**src/rtl/keccak_arbiter.sv**
```systemverilog
`timescale 1ns/1ps
`default_nettype none
// ============================================================================
// keccak_arbiter : shares one keccak core between N_REQ requesters
//   (grant, config latch, data routing, end-of-job detection).
//   Define KECCAK_ARB_RR_EN for round-robin; default is fixed lowest-index.
// Revision : 1.0
// ============================================================================
module keccak_arbiter #(
  parameter int N_REQ    = 4,
  parameter int BW_CTRL  = 2,
  parameter int COOL_CYC = 2
) (
  input  logic                   i_clk,
  input  logic                   i_rstn,
  input  logic [N_REQ-1:0]       i_req,
  input  logic [N_REQ*BW_CTRL-1:0] i_req_mode,
  input  logic [N_REQ*11-1:0]    i_req_ibyte_len,
  input  logic [N_REQ*10-1:0]    i_req_obyte_len,
  input  logic [N_REQ*64-1:0]    i_req_bytes,
  input  logic [N_REQ-1:0]       i_req_bytes_vld,
  output logic [N_REQ-1:0]       o_gnt,
  output logic [63:0]            o_rsp_bytes,
  output logic [N_REQ-1:0]       o_rsp_vld,
  output logic [N_REQ-1:0]       o_done,
  output logic                   o_busy,
  output logic [BW_CTRL-1:0]     o_kc_mode,
  output logic [10:0]            o_kc_ibyte_len,
  output logic [9:0]             o_kc_obyte_len,
  output logic [63:0]            o_kc_bytes,
  output logic                   o_kc_bytes_vld,
  input  logic [63:0]            i_kc_bytes,
  input  logic                   i_kc_bytes_vld
);

  localparam int IW = (N_REQ > 1) ? $clog2(N_REQ) : 1;
  localparam int CW = (COOL_CYC > 1) ? $clog2(COOL_CYC) : 1;
  localparam logic [CW-1:0] COOL_LAST = CW'((COOL_CYC > 0) ? COOL_CYC - 1 : 0);

  typedef enum logic [2:0] {
    S_IDLE   = 3'd0,
    S_GRANT  = 3'd1,
    S_ACTIVE = 3'd2,
    S_DONE   = 3'd3,
    S_COOL   = 3'd4
  } state_t;

  state_t              state_q, state_d;
  logic [N_REQ-1:0]    gnt_q, gnt_d;
  logic [IW-1:0]       idx_q, idx_d;
  logic [BW_CTRL-1:0]  mode_q, mode_d;
  logic [10:0]         ilen_q, ilen_d;
  logic [9:0]          olen_q, olen_d;
  logic [7:0]          tgt_q, tgt_d;
  logic [7:0]          cnt_q, cnt_d;
  logic [CW-1:0]       cool_q, cool_d;

  logic                win_found;
  logic [IW-1:0]       win_idx;
  logic [BW_CTRL-1:0]  win_mode;
  logic [10:0]         win_ilen;
  logic [9:0]          win_olen;
  logic [7:0]          win_ceil;
  logic [7:0]          win_tgt;
  logic                active;

`ifdef KECCAK_ARB_RR_EN
  logic [IW-1:0]       ptr_q, ptr_d;

  always_comb begin
    win_found = 1'b0;
    win_idx   = '0;
    for (int k = 0; k < N_REQ; k++) begin
      if (!win_found && i_req[(int'(ptr_q) + k) % N_REQ]) begin
        win_found = 1'b1;
        win_idx   = IW'((int'(ptr_q) + k) % N_REQ);
      end
    end
  end
`else
  always_comb begin
    win_found = |i_req;
    win_idx   = '0;
    for (int k = N_REQ - 1; k >= 0; k--) begin
      if (i_req[k]) win_idx = IW'(k);
    end
  end
`endif

  assign win_mode = i_req_mode[win_idx*BW_CTRL +: BW_CTRL];
  assign win_ilen = i_req_ibyte_len[win_idx*11 +: 11];
  assign win_olen = i_req_obyte_len[win_idx*10 +: 10];
  // olen <= 1023 bytes keeps the word count within 8 bits (max 128)
  assign win_ceil = 8'((11'(win_olen) + 11'd7) >> 3);

  always_comb begin
    if (win_mode[1])              win_tgt = win_mode[0] ? 8'd8 : 8'd4;
    else if (win_ceil == 8'd0)    win_tgt = 8'd1;
    else                          win_tgt = win_ceil;
  end

  always_comb begin
    state_d = state_q;
    gnt_d   = gnt_q;
    idx_d   = idx_q;
    mode_d  = mode_q;
    ilen_d  = ilen_q;
    olen_d  = olen_q;
    tgt_d   = tgt_q;
    cnt_d   = cnt_q;
    cool_d  = cool_q;
`ifdef KECCAK_ARB_RR_EN
    ptr_d   = ptr_q;
`endif
    case (state_q)
      S_IDLE: begin
        if (win_found) begin
          state_d = S_GRANT;
          gnt_d   = N_REQ'(1) << win_idx;
          idx_d   = win_idx;
          mode_d  = win_mode;
          ilen_d  = win_ilen;
          olen_d  = win_olen;
          tgt_d   = win_tgt;
        end
      end
      S_GRANT: begin
        state_d = S_ACTIVE;
`ifdef KECCAK_ARB_RR_EN
        ptr_d   = (int'(idx_q) == N_REQ - 1) ? '0 : idx_q + 1'b1;
`endif
      end
      S_ACTIVE: begin
        if (i_kc_bytes_vld) begin
          cnt_d = cnt_q + 8'd1;
          if (cnt_d == tgt_q) state_d = S_DONE;
        end
      end
      S_DONE: begin
        gnt_d  = '0;
        cnt_d  = '0;
        cool_d = '0;
        if (COOL_CYC == 0) begin
          state_d = S_IDLE;
          mode_d  = '0;
          ilen_d  = '0;
          olen_d  = '0;
          tgt_d   = '0;
        end else begin
          state_d = S_COOL;
        end
      end
      S_COOL: begin
        if (cool_q == COOL_LAST) begin
          state_d = S_IDLE;
          mode_d  = '0;
          ilen_d  = '0;
          olen_d  = '0;
          tgt_d   = '0;
        end else begin
          cool_d = cool_q + 1'b1;
        end
      end
      default: state_d = S_IDLE;
    endcase
  end

  always_ff @(posedge i_clk or negedge i_rstn) begin
    if (!i_rstn) begin
      state_q <= S_IDLE;
      gnt_q   <= '0;
      idx_q   <= '0;
      mode_q  <= '0;
      ilen_q  <= '0;
      olen_q  <= '0;
      tgt_q   <= '0;
      cnt_q   <= '0;
      cool_q  <= '0;
`ifdef KECCAK_ARB_RR_EN
      ptr_q   <= '0;
`endif
    end else begin
      state_q <= state_d;
      gnt_q   <= gnt_d;
      idx_q   <= idx_d;
      mode_q  <= mode_d;
      ilen_q  <= ilen_d;
      olen_q  <= olen_d;
      tgt_q   <= tgt_d;
      cnt_q   <= cnt_d;
      cool_q  <= cool_d;
`ifdef KECCAK_ARB_RR_EN
      ptr_q   <= ptr_d;
`endif
    end
  end

  // Data paths are open only while ACTIVE; stray core valids elsewhere are dropped
  assign active         = (state_q == S_ACTIVE);
  assign o_gnt          = gnt_q;
  assign o_busy         = (state_q != S_IDLE);
  assign o_done         = (state_q == S_DONE) ? gnt_q : '0;
  assign o_kc_mode      = mode_q;
  assign o_kc_ibyte_len = ilen_q;
  assign o_kc_obyte_len = olen_q;
  assign o_kc_bytes     = active ? i_req_bytes[idx_q*64 +: 64] : '0;
  assign o_kc_bytes_vld = active & i_req_bytes_vld[idx_q];
  assign o_rsp_bytes    = active ? i_kc_bytes : '0;
  assign o_rsp_vld      = active ? (gnt_q & {N_REQ{i_kc_bytes_vld}}) : '0;

endmodule
`default_nettype wire
```
**config.mk**
```make
export PLATFORM = sky130hd
export DESIGN_NAME = keccak_arbiter
export DESIGN_NICKNAME = d
export VERILOG_FILES = /design/src/rtl/keccak_arbiter.sv
export SDC_FILE = /design/constraint.sdc
export NUM_CORES = 1
export LEC_CHECK = 0
export ABC_AREA = 1
export BUFFER_PORTS_ARGS = -buffer_cell sky130_fd_sc_hd__buf_2
export CORE_AREA = 2 2 227 229
export DETAILED_ROUTE_END_ITERATION = 10
export DIE_AREA = 0 0 229 231
export GPL_TIMING_DRIVEN = 0
export SYNTH_ARGS = -nofsm -noshare
export SYNTH_HDL_FRONTEND = slang
export SYNTH_SLANG_ARGS = --single-unit
```
**constraint.sdc**
```tcl
create_clock -name i_clk -period 1.8 [get_ports i_clk]
set_clock_uncertainty 0.1 [all_clocks]
set_input_delay 0.18 -clock i_clk [delete_from_list [all_inputs] [get_ports i_clk]]
set_output_delay 0.18 -clock i_clk [all_outputs]
set_load 0.01 [all_outputs]
```
### Word-level counts from Yosys, hierarchy flattened

Cells that the tools add are included.

| storage, ports and cells | value |
|---|---|
| register bits after elaboration | 49 |
| input bits | 423 |
| output and inout port bits | 165 |
| word-level logic and storage cells | 80 |

| cells by class | value |
|---|---|
| add/sub/neg operators | 3 |
| $mul | 2 |
| $lt $le $gt $ge | 1 |
| eq/ne operators | 9 |
| shifts and indexed selects | 5 |
| multiplexer cells | 36 |
| bitwise operators | 2 |
| reduce and logical (&&, ||, !) cells | 13 |

Operators with widths:

| operator | number |
|---|---|
| $shiftx A256 B9 Y64 | 1 |
| $mux W64 | 2 |
| $shiftx A44 B7 Y11 | 1 |
| $mux W8 | 5 |
| $shiftx A40 B7 Y10 | 1 |
| $pmux W8 S2 | 2 |
| $mux W11 | 2 |
| $pmux W11 S2 | 1 |
| $mux W10 | 2 |
| $pmux W10 S2 | 1 |
| $mux W4 | 4 |
| $pmux W3 S5 | 1 |
| $mux W2 | 6 |
| $mux W3 | 4 |
| $add A10 B3 Y11 const B | 1 |
| $add A8 B1 Y8 const B | 1 |
| $eq A8 B8 Y1 | 1 |
| $logic_not A8 Y1 | 1 |
| $pmux W4 S2 | 1 |
| $reduce_bool A2 Y1 | 4 |
| $shiftx A8 B4 Y2 | 1 |
| $eq A3 B2 Y1 const B | 2 |
| $mul A2 B4 Y6 const B | 1 |
| $ne A2 B2 Y1 const B | 3 |
| 19 further kinds | 22 |

### Logic depth before layout (Yosys ltp)

| depth | value |
|---|---|
| depth in word-level cells | 12 |
| gate-level depth with buffers | 19 |

### Worst setup path before layout

No wires, ideal clock.

| path | value |
|---|---|
| kind | register to register |
| start point | register state_q[0] |
| end point | register olen_q[6], in the netlist o_kc_obyte_len[6] |
| library setup time | 127 ps |
| arrival time | 1681 ps |
| slack | -108 ps |
| stages on the path, launching flop included | 13 |
| buffers on the path | 2 |
| period minus slack after synthesis | 1908 ps |
| cells stage by stage | dfrtp_1 > nor2_1 > inv_1 > nor2_1 > inv_1 > a21oi_4 > inv_2 > a21oi_2 > inv_1 > buf_2 > buf_2 > nand2_1 > o21ai_0 |

| between the ends | value |
|---|---|
| word-level cells in the longest chain between the ends | 3 |

RTL lines:

| element | RTL line | RTL |
|---|---|---|
| start: declaration | 48 | `state_t state_q, state_d;` |
| start signal: assignment | 183 | `state_q <= state_d;` |
| $eq A3 B3 Y1 or $logic_not A3 Y1 (tied branches) | 115 | `case (state_q)` |
| $ne A2 B2 Y1 (no source line) or $reduce_bool A2 Y1 (tied branches) | -- |  |
| $reduce_and A3 Y1 (no source line) | -- |  |
| end signal: assignment | 188 | `olen_q <= olen_d;` |
| end: declaration | 53 | `logic [9:0] olen_q, olen_d;` |

Parallel ways exist; a longest one is shown, timed or not.
A chain may end at the register's enable or synchronous reset.

### Worst setup path after layout

| path | value |
|---|---|
| start point | register idx_q[0] |
| end point | output o_kc_bytes[54] |

| between the ends | value |
|---|---|
| word-level cells in the longest chain between the ends | 2 |

RTL lines:

| element | RTL line | RTL |
|---|---|---|
| start: declaration | 50 | `logic [IW-1:0] idx_q, idx_d;` |
| start signal: assignment | 185 | `idx_q <= idx_d;` |
| $shiftx A256 B9 Y64 | 206 | `assign o_kc_bytes = active ? i_req_bytes[idx_q*64 +: 64] : '0;` |
| $mux W64 | 206 |  |
| end: declaration | 30 | `output logic [63:0] o_kc_bytes,` |

No other way between the ends.

==> flow_summary.json <==
{
  "r2r_cells": 13,
  "synth_nets": 1498,
  "ff_latch_area_um2": 1230,
  "leakagePower_nw": 6.27,
  "synth.distinct_cells": 38,
  "clock_sinks": 49,
  "synth-compound-area-share_pct": 25.6,
  "use_met1_pct": 18.6,
  "critPathKind": "reg2out",
  "yosys.area_share.simple_pct": 38.6,
  "cts_hold_buf": 0,
  "synth_edf_count": 0,
  "endpoint_kind": "output pin",
  "crit_arrival_ns": 1.83,
  "use_met3_pct": 2.33,
  "fin_nets": 2142,
  "synth_common_cells": "nor2_1 (355), o21ai_0 (159), nand2_1 (117)",
  "dp_hpwl_um": 34300,
  "cp_max_fo": 10,
  "clk_latency_ns": 0.31,
  "grt_overflow_total": 0,
  "synthArstFlopShare_pct": 100,
  "slew_headroom_pct": 18.5,
  "p_sw_share_pct": 51.6,
  "antenna_found_initial": 4,
  "chipWidth_um": 229,
  "synth_top_family_by_area": "simple AND/OR/NAND/NOR gates",
  "grt_max_degree": 50,
  "avgSynthCellArea_um2": 5.44,
  "setup_viol": 171,
  "fin_util_pct": 24.3,
  "yosys_most_used_dff": "dfrtp_1",
  "yosysWarnings": 0,
  "drc": 0,
  "min_path_type": "in2async",
  "violations": "negative setup slack",
  "fin_setup_tns_ns": -37.66,
  "io_pins": 588,
  "vias": 9770,
  "row_count": 83,
  "totalWireLength_um": 43700,
  "core-area_um2": 50700,
  "die_h_um": 231,
  "maxCapViolations": 0,
  "post_drt_wl_per_cell_um": 18.2,
  "die_area_um2": 52900,
  "multi_input_area_um2": 4750,
  "status": "complete, but fails checks",
  "root_buffer": "clkbuf_16",
  "drive_gt1_share_pct": 53.2,
  "layout_setup_ws_ns": -0.310,
  "syn_to_final_growth_pct": 111,
  "finalHoldViolCount": 0,
  "drtPass1Iterations": 5,
  "power_frac_seq_pct": 10.5,
  "gp_congestion": 0.960,
  "seq_area_frac_synth_pct": 21.0,
  "p_switching_w": 0.00922,
  "worst_pin_slew_ns": 1.22,
  "grt_pass1_vias": 8988,
  "finalCriticalPeriod_ns": 2.11,
  "n_fill_cell": 5761,
  "cts_tree": "built",
  "use_met2_pct": 25.8,
  "synth_adder_area_share_pct": 0.214,
  "cts_buffers": 5,
  "worstPathRequired_ns": 1.52,
  "min_period_over_period_pct": 117,
  "groute.usage.overall_pct": 14.8,
  "yosysMostFrequentCell": "nor2_1",
  "synth_xor_area_share_pct": 1.35,
  "synth_seq_cells": 49,
  "clockBufferDepth": 2,
  "postRouteAntennaNets": 0,
  "drt-vias-per-instance": 4.07,
  "postSynthCellCount": 1074,
  "start_kind": "register",
  "p_clk_share_pct": 5.8,
  "drv_slew": 0,
  "rsz0062_at_grt": "yes",
  "yosys.area.top_type": "nor2_1",
  "fmax_ghz": 0.474,
  "synth_top_area_share_pct": 22.8,
  "cts.clk_slew.worst_paths_ns": 0.08,
  "power_frac_comb_pct": 83.6,
  "vdd_ir_drop_max_uv": 573,
  "final_area_um2": 12300,
  "placed_area_um2": 9650,
  "syn-cell-area_um2": 5840,
  "drtIter0Drc": 646,
  "grt-busiest-layer": "met2",
  "grt_pass1_wl_um": 58400,
  "muxShareOfSynthArea_pct": 0,
  "htree_levels": 2,
  "port_buffers": 587,
  "holdWs_ns": 0.0344,
  "synth_area_leaders": "nor2_1 (23%), dfrtp_1 (21%), o21ai_0 (14%)",
  "power_density_nw_per_um2": 1450,
  "initial_core_util_pct": 11.5,
  "power.internal_w": 0.00865
}
-- timing repair --
item | 4_1_cts | 5_1_grt
hold endpoints to repair | 0 | 0
setup buffers | 29 | 13
gates resized for setup | 346 | 242
setup endpoints to repair | 176 | 177
pin swaps | 11 | 17
gates cloned | 9 | 6
-- per-layer routing --
metal | vias to the layer above | routed length, µm
met5 | - | 13
met4 | 2 | 1540
met3 | 62 | 2830
met2 | 492 | 21200
met1 | 4491 | 18200
li1 | 4723 | -
-- cell usage in the layout, fill, tap and decap left out, types with 33 or more instances in the layout --
| master | n |
|---|---|
| nor2_1 | 278 |
| nand2_1 | 111 |
| nand3_1 | 35 |
| buf_2 | 532 |
| buf_4 | 41 |
| nor2_4 | 47 |
| o21ai_0 | 112 |
| inv_1 | 110 |
| o21ai_1 | 33 |
| dfrtp_1 | 46 |
| buf_6 | 74 |
| nor2_2 | 33 |
-- kinds of logic after synthesis --
family	Yosys count
and+or+nand+nor	540
xor gates and xnor gates	9
AOI/OAI and AO/OA	275
buffers and inverters	200
DFF	49
adders and majority gates	1
-- final timing paths --
check	start	to	slack, ns
max in group asynchronous	i_rstn	idx_q[0]$_DFFE_PN0P_	0.74
worst max-delay path	idx_q[0]$_DFFE_PN0P_	o_kc_bytes[54]	-0.31
worst min-delay path	i_rstn	cnt_q[0]$_DFFE_PN0P_	0.03
worst max register to register	state_q[2]$_DFFE_PN0P_	o_kc_obyte_len[6]$_DFFE_PN0P_	-0.27
worst min register to register	cool_q$_DFFE_PN0P_	cool_q$_DFFE_PN0P_	0.38
min in group i_clk	i_req_ibyte_len[26]	o_kc_ibyte_len[4]$_DFFE_PN0P_	0.11
-- through the flow --
| step | instances | setup WS, ns | total power [W] |
|---|---|---|---|
| 3_5_place_dp | 2341 | -1.59 | 0.0114 |
| 3_3_place_gp | 2341 | -1.56 | 0.0114 |
| 4_1_cts | 2384 | -0.350 | 0.0159 |
| 6_report | 2400 | -0.310 | 0.0179 |
| 2_1_floorplan | 1074 | -0.0345 | 0.00708 |
| 5_1_grt | 2400 | -0.409 | 0.0189 |
-- final cells by class --
type / instances / share of cell area [%]
flip-flops and latches: 49 / 9.98
inverters: 129 / 4.16
clock buffers: 5 / 1.02
repair buffers: 640 / 31.8
diodes: 1 / 0.0203
well taps: 680 / 6.90
clock inverters: 3 / 0.234
multi-input cells: 825 / 38.6
plain buffers: 68 / 7.27
-- state kept, by name, indices dropped and copies added (netlist names) --
name / count
state_q: 3
cnt_q: 8
idx_q: 2
o_kc_mode: 2
tgt_q: 8
o_gnt: 4
cool_q: 1
o_kc_ibyte_len: 11
o_kc_obyte_len: 10
-- power groups by stage --
stage / Combinational [W] / Clock (W) / Sequential [W]
after detailed placement: 0.00951 / 0 / 0.00187
after CTS: 0.0130 / 0.00106 / 0.00187
after global placement: 0.00950 / 0 / 0.00187
after global routing: 0.0159 / 0.00111 / 0.00193
final: 0.0149 / 0.00104 / 0.00188
after floorplan: 0.00512 / 0 / 0.00196
-- critical path, stage by stage, from the launching register on --
cell	delay, ns
dfrtp_2	0.37
buf_12	0.14
clkbuf_16	0.17
clkbuf_4	0.22
nor2_1	0.07
nor2_1	0.08
o21ai_0	0.15
a21oi_4	0.21
buf_6	0.12
Note: power is estimated with default switching activity, not from simulation.
